==> config.mk <==
export PLATFORM = sky130hd
export DESIGN_NAME = pipe_field_gen
export DESIGN_NICKNAME = d
export VERILOG_FILES = /design/src/rtl/pipe_field_gen.sv
export SDC_FILE = /design/constraint.sdc
export NUM_CORES = 1
export LEC_CHECK = 0
export CORE_UTILIZATION = 35
export DETAILED_ROUTE_END_ITERATION = 8
export REMOVE_ABC_BUFFERS = 1
export SLEW_MARGIN = 40
export SYNTH_ARGS = -nofsm -noshare
export SYNTH_HDL_FRONTEND = slang
export SYNTH_SLANG_ARGS = --single-unit
export TNS_END_PERCENT = 50
==> constraint.sdc <==
create_clock -name clk -period 7.04 [get_ports clk]
set_input_delay 1.76 -clock clk [delete_from_list [all_inputs] [get_ports clk]]
set_output_delay 1.76 -clock clk [all_outputs]
set_load 0.05 [all_outputs]
==> src/rtl/pipe_field_gen.sv <==
// pipe_field_gen: produces the three scrolling pipe descriptors and the score
// for the display. It moves the pipes left once per frame and recycles each
// pipe to the right with a pseudo-random gap center once it leaves the screen.
module pipe_field_gen #(
  parameter int         SCREEN_W    = 640,
  parameter int         PIPE_W      = 60,
  parameter int         SPACING     = 240,
  parameter int         BIRD_X      = 200,
  parameter int         CENTER_MIN  = 120,
  parameter int         INIT_CENTER = 240,
  parameter logic [7:0] LFSR_SEED   = 8'hA5
) (
  input  logic        clk,
  input  logic        rst_n,
  input  logic        frame_tick,
  input  logic [2:0]  state,
  input  logic [1:0]  level,
  output logic [10:0] pipe_center_0,
  output logic [10:0] pipe_center_1,
  output logic [10:0] pipe_center_2,
  output logic [10:0] pipe_pisiton_0,
  output logic [10:0] pipe_pisiton_1,
  output logic [10:0] pipe_pisiton_2,
  output logic [10:0] pipe_distance_0,
  output logic [10:0] pipe_distance_1,
  output logic [10:0] pipe_distance_2,
  output logic [7:0]  score,
  output logic        pass_pulse
);

  localparam int DATA_W     = 11;
  localparam int CENTER_MAX = 360;
  localparam logic [DATA_W-1:0] PITCH3 = DATA_W'(3 * SPACING);

  typedef enum logic [1:0] {
    IDLE   = 2'd0,
    RUN    = 2'd1,
    FROZEN = 2'd2
  } mode_t;

  mode_t             mode;
  logic [7:0]        lfsr;
  logic              lfsr_fb;
  logic [DATA_W-1:0] pos [3];
  logic [DATA_W-1:0] cen [3];
  logic [DATA_W-1:0] dst [3];
  logic [7:0]        score_q;
  logic              pulse_q;

  logic [DATA_W-1:0] spd;
  logic [DATA_W-1:0] next_pos [3];
  logic [2:0]        wrap;
  logic              any_pass;

  // Scroll speed in pixels per frame: 2, 4, 6, 8.
  function automatic logic [DATA_W-1:0] speed_of(input logic [1:0] lv);
    return DATA_W'({lv, 1'b0}) + DATA_W'(2);
  endfunction

  // Gap half-height per level: narrower gaps at higher difficulty.
  function automatic logic [DATA_W-1:0] dist_of(input logic [1:0] lv);
    case (lv)
      2'd0:    return DATA_W'(100);
      2'd1:    return DATA_W'(85);
      2'd2:    return DATA_W'(70);
      default: return DATA_W'(55);
    endcase
  endfunction

  // Fresh gap center; falls back to the 7-bit LFSR slice when the full byte
  // would push the gap too low on screen.
  function automatic logic [DATA_W-1:0] new_center(input logic [7:0] l);
    logic [DATA_W-1:0] wide;
    wide = DATA_W'(CENTER_MIN) + DATA_W'(l);
    if (wide <= DATA_W'(CENTER_MAX))
      return wide;
    else
      return DATA_W'(CENTER_MIN) + DATA_W'(l[6:0]);
  endfunction

  // Score saturates at 255 instead of wrapping back to zero.
  function automatic logic [7:0] sat_inc(input logic [7:0] s);
    return (s == 8'hFF) ? s : s + 8'd1;
  endfunction

  assign lfsr_fb = lfsr[7] ^ lfsr[5] ^ lfsr[4] ^ lfsr[3];

  // Per-pipe next position, wrap decision and bird-pass detection for this tick.
  always_comb begin
    spd      = speed_of(level);
    any_pass = 1'b0;
    wrap     = '0;
    next_pos = '{default: '0};
    for (int i = 0; i < 3; i++) begin
      wrap[i]     = pos[i] < spd;
      next_pos[i] = wrap[i] ? (pos[i] + PITCH3 - spd) : (pos[i] - spd);
      if (!wrap[i] &&
          (pos[i] + DATA_W'(PIPE_W) >= DATA_W'(BIRD_X)) &&
          (next_pos[i] + DATA_W'(PIPE_W) < DATA_W'(BIRD_X)))
        any_pass = 1'b1;
    end
  end

  // Free-running gap-center LFSR; the tap set keeps it out of the zero state.
  always_ff @(posedge clk or negedge rst_n) begin
    if (!rst_n)
      lfsr <= LFSR_SEED;
    else
      lfsr <= {lfsr[6:0], lfsr_fb};
  end

  // Game-mode FSM plus the pipe field and score registers it governs.
  // Reset loads the level-0 distance as a constant; IDLE then tracks the
  // live level from the first clock onward.
  always_ff @(posedge clk or negedge rst_n) begin
    if (!rst_n) begin
      mode <= IDLE;
      for (int i = 0; i < 3; i++) begin
        pos[i] <= DATA_W'(SCREEN_W + i * SPACING);
        cen[i] <= DATA_W'(INIT_CENTER);
        dst[i] <= dist_of(2'd0);
      end
      score_q <= 8'd0;
      pulse_q <= 1'b0;
    end else begin
      case (mode)
        IDLE:    if (state == 3'd1) mode <= RUN;
        RUN:     if (state == 3'd0) mode <= IDLE;
                 else if (state == 3'd2 || state == 3'd3) mode <= FROZEN;
        FROZEN:  if (state == 3'd0) mode <= IDLE;
                 else if (state == 3'd1) mode <= RUN;
        default: mode <= IDLE;
      endcase

      if (mode == IDLE || state == 3'd0) begin
        for (int i = 0; i < 3; i++) begin
          pos[i] <= DATA_W'(SCREEN_W + i * SPACING);
          cen[i] <= DATA_W'(INIT_CENTER);
          dst[i] <= dist_of(level);
        end
        score_q <= 8'd0;
        pulse_q <= 1'b0;
      end else if (mode == RUN && frame_tick) begin
        for (int i = 0; i < 3; i++) begin
          pos[i] <= next_pos[i];
          if (wrap[i]) begin
            cen[i] <= new_center(lfsr);
            dst[i] <= dist_of(level);
          end
        end
        if (any_pass)
          score_q <= sat_inc(score_q);
        pulse_q <= any_pass;
      end else begin
        pulse_q <= 1'b0;
      end
    end
  end

  assign pipe_pisiton_0  = pos[0];
  assign pipe_pisiton_1  = pos[1];
  assign pipe_pisiton_2  = pos[2];
  assign pipe_center_0   = cen[0];
  assign pipe_center_1   = cen[1];
  assign pipe_center_2   = cen[2];
  assign pipe_distance_0 = dst[0];
  assign pipe_distance_1 = dst[1];
  assign pipe_distance_2 = dst[2];
  assign score           = score_q;
  assign pass_pulse      = pulse_q;

endmodule

==> impl_metrics.toml, run 1 <==
[setup_path]
worstPathRequired_ns = 7.33
timing.rr.start = "pipe_pisiton_1[2]"
endpoint_kind = "flop"
r2r-end = "score[6]"
cp_common_cell = "or4_1"
cpPeakStageDelay_ns = 0.63
critPathLaunchType = "input port"
worstPathArrival_ns = 6.88
path_max_fanout = 12
crit_path_cell_trace = "clkdlybuf4s50_1 -> inv_1 -> ha_1 -> and2_1 -> fa_1 -> or4_1 -> a211oi_1 -> mux2i_1 -> or3_4 -> a2111oi_4 -> and3_1 -> a221oi_1 -> o41ai_4 -> o21ai_2 -> or4_1 -> a21oi_1"
crit_type = "input port to flop"
slowest_stage = "clkdlybuf4s50_1"
startpoint = "level[0]"
rrSetupSlack_ns = 2.45
worstRegToRegCells = 13

[sta]
min_period_over_period = 0.936
fin_crit_ns = 6.59
tightest_slew_ns = 0.731
clock.fmax_mhz = 152
finalSetupTns_ns = 0
hold_violations = 0
report.final.slew_viol_count = 0
hold_ws_ns = 0.439
setup_viol = 0
slew_headroom = 0.511
rsz0062_at_grt = "false"
finClkSkew_ns = 0.0100

[clock_tree]
insertion_delay_ns = 0.36
ctsHtreeMaxLevel = 3
cts_buffers = 9
hold_buffers = 0
post_cts_buffers = 0
cts_root_buffer = "clkbuf_16"
cts.path.max_buffers = 2
cts.sinks = 88
cts_tree = "yes"
post_cts_resized = 0
path_clk_slew_ns = 0.07

[floorplan]
dieArea_um2 = 21100
die_h_um = 145
initial_core_util = 0.356
die_w_um = 145
design.portCount = 116
row_count = 52
core-area_um2 = 20200

[grt]
use_met1 = 0.281
grt_pass1_vias = 6077
grt_max_degree = 69
grt.busiest_layer = "met2"
gr-total-overflow = 0
grt_pass1_wl_mm = 33.2
gr-usage-met2 = 0.292
track_usage = 0.196
met3_usage = 0.0409
antenna_found_initial = 0

[synthesis]
syn_inst = 815
synthFlopType = "dfrtp_1"
synthesis.area_um2 = 7180
synth-seq-area-share = 0.312
yosysWarnings = 0
synth_seq_cells = 88
syn_area_per_cell_um2 = 8.80
synthArstFlopShare = 1.00
ys_types = 73
synth_edf_count = 0

[power_and_ir_drop]
ir_worst_vdd_v = 0.000133
total_power_w = 0.00166
power_leakage_nw = 3.65
p_per_area_nw_per_um2 = 193

[routing]
drc_errors = 0
first_iter_violations = 472
wl_mm = 19.8
wl_per_cell_um = 16.9
drtAntennaViolNets = 0
dr.pass1.iters = 5
via_count = 6333
viasPerCell = 5.40

[hold_path]
hold_path_end = "lfsr[3]"
min_path_cells = 0
hold_path_class = "flop to flop"
hold_start = "lfsr[2]"

[placed_design]
placed_area_um2 = 8290
hpwl_mm = 14.8
port_buffers = 88
gp_congestion = 0.899

[final_layout]
design_area_um2 = 8580
utilization = 0.426
syn_to_final_growth_pct = 19.6
final_nets = 975
drive_gt1_frac = 0.0919
n_antenna_cell = 0

[job]
drv_cap = 0

[outcome]
outcome = "finished, final reports clean"
-- cells in the final DEF, fill, tap and decap left out, types with 27 or more instances in the layout --
cell / instances
xnor2_1: 32
nand2_1: 44
dfrtp_1: 56
nor2_1: 72
inv_1: 57
a21oi_1: 52
dfstp_2: 32
nand3_1: 29
clkdlybuf4s50_1: 87
ha_1: 66
o21ai_0: 28
conb_1: 27
-- routing by layer --
| layer | routed length, um | vias to the layer above | part of all wire |
|---|---|---|---|
| met5 | 0 | - | 0 |
| met4 | 343 | 0 | 0.017 |
| met3 | 1280 | 21 | 0.064 |
| met2 | 8630 | 177 | 0.44 |
| met1 | 9540 | 3044 | 0.48 |
| li1 | - | 3091 | - |
-- where the power goes --
part / switching (W) / internal (W)
logic: 0.000399 / 0.000204
clock network: 0.000234 / 0.000251
registers: 0.0000365 / 0.000534
total: 0.000669 / 0.000989
-- logic make-up after synthesis --
kind of cell	share of synthesized area
AOI/OAI and AO/OA	0.221
xor gates and xnor gates	0.0495
and+or+nand+nor	0.174
buffers and inverters	0.0755
muxes	0.0399
adders and majority gates	0.126
DFF	0.312
other	0.00105
-- final cells by class --
class	count	area (um2)
Timing Repair Buffer	103	995
Clock inverter	7	70.1
Inverter	58	218
Sequential cell	88	2240
Tap cell	270	338
Clock buffer	9	225
Fill cell	2034	11600
Multi-Input combinational cell	638	4500
-- cell usage after synthesis, types with 12 or more instances --
master,instances,area share
buf_4,30,0.031
and2_1,12,0.010
dfrtp_1,56,0.20
o211ai_1,22,0.023
inv_1,57,0.030
o21ai_0,28,0.020
nand3_1,29,0.020
or3_1,15,0.013
xnor2_1,32,0.039
o22ai_1,18,0.016
ha_1,66,0.12
mux2i_1,23,0.032
clkbuf_1,24,0.013
nor2_1,73,0.038
dfstp_2,32,0.12
a31oi_1,18,0.016
a21oi_1,52,0.036
nor3_1,12,0.0084
nand2_1,46,0.024
-- flip-flops by register name, indices dropped and copies added (netlist names), 2 cells and up --
signal	count
pipe_pisiton_0	10
pipe_center_0	9
mode	2
pipe_distance_2	4
pipe_center_2	9
pipe_distance_0	4
score	8
pipe_pisiton_2	10
lfsr	8
pipe_center_1	9
pipe_distance_1	4
pipe_pisiton_1	10
-- critical path, delay by kind of cell --
kind | cells | cell delay, ns
AND/OR/NAND/NOR | 5 | 1.74
AO/OA/AOI/OAI | 6 | 1.70
buffers and inverters | 2 | 0.74
adder cells (fa/ha/maj) | 2 | 0.77
multiplexers | 1 | 0.14
-- worst max path at each step --
stage          endpoint  slack (ns)  depth (start not counted)
2_1_floorplan  score[6]        0.94                         16
3_3_place_gp   score[3]        0.22                         16
3_5_place_dp   score[6]        0.12                         16
4_1_cts        score[6]        0.46                         16
5_1_grt        score[7]        0.06                         16
6_report       score[6]        0.45                         16
-- per-stage QoR --
step,setup slack (ns),instances
5_1_grt,0.0560,1173
3_5_place_dp,0.116,1157
6_report,0.449,1173
2_1_floorplan,0.939,784
4_1_cts,0.457,1173
3_3_place_gp,0.218,1157
(Power assumes the default switching activity.)
==> run 2: changes to the inputs <==
--- a/config.mk
+++ b/config.mk
@@ -8,6 +8,7 @@
 export CORE_UTILIZATION = 35
 export DETAILED_ROUTE_END_ITERATION = 8
 export REMOVE_ABC_BUFFERS = 1
+export SKIP_CTS_REPAIR_TIMING = 1
 export SLEW_MARGIN = 40
 export SYNTH_ARGS = -nofsm -noshare
 export SYNTH_HDL_FRONTEND = slang
==> results of run 2 <==
Same layout as run 1: the final DEF is identical, and so are final timing and power.
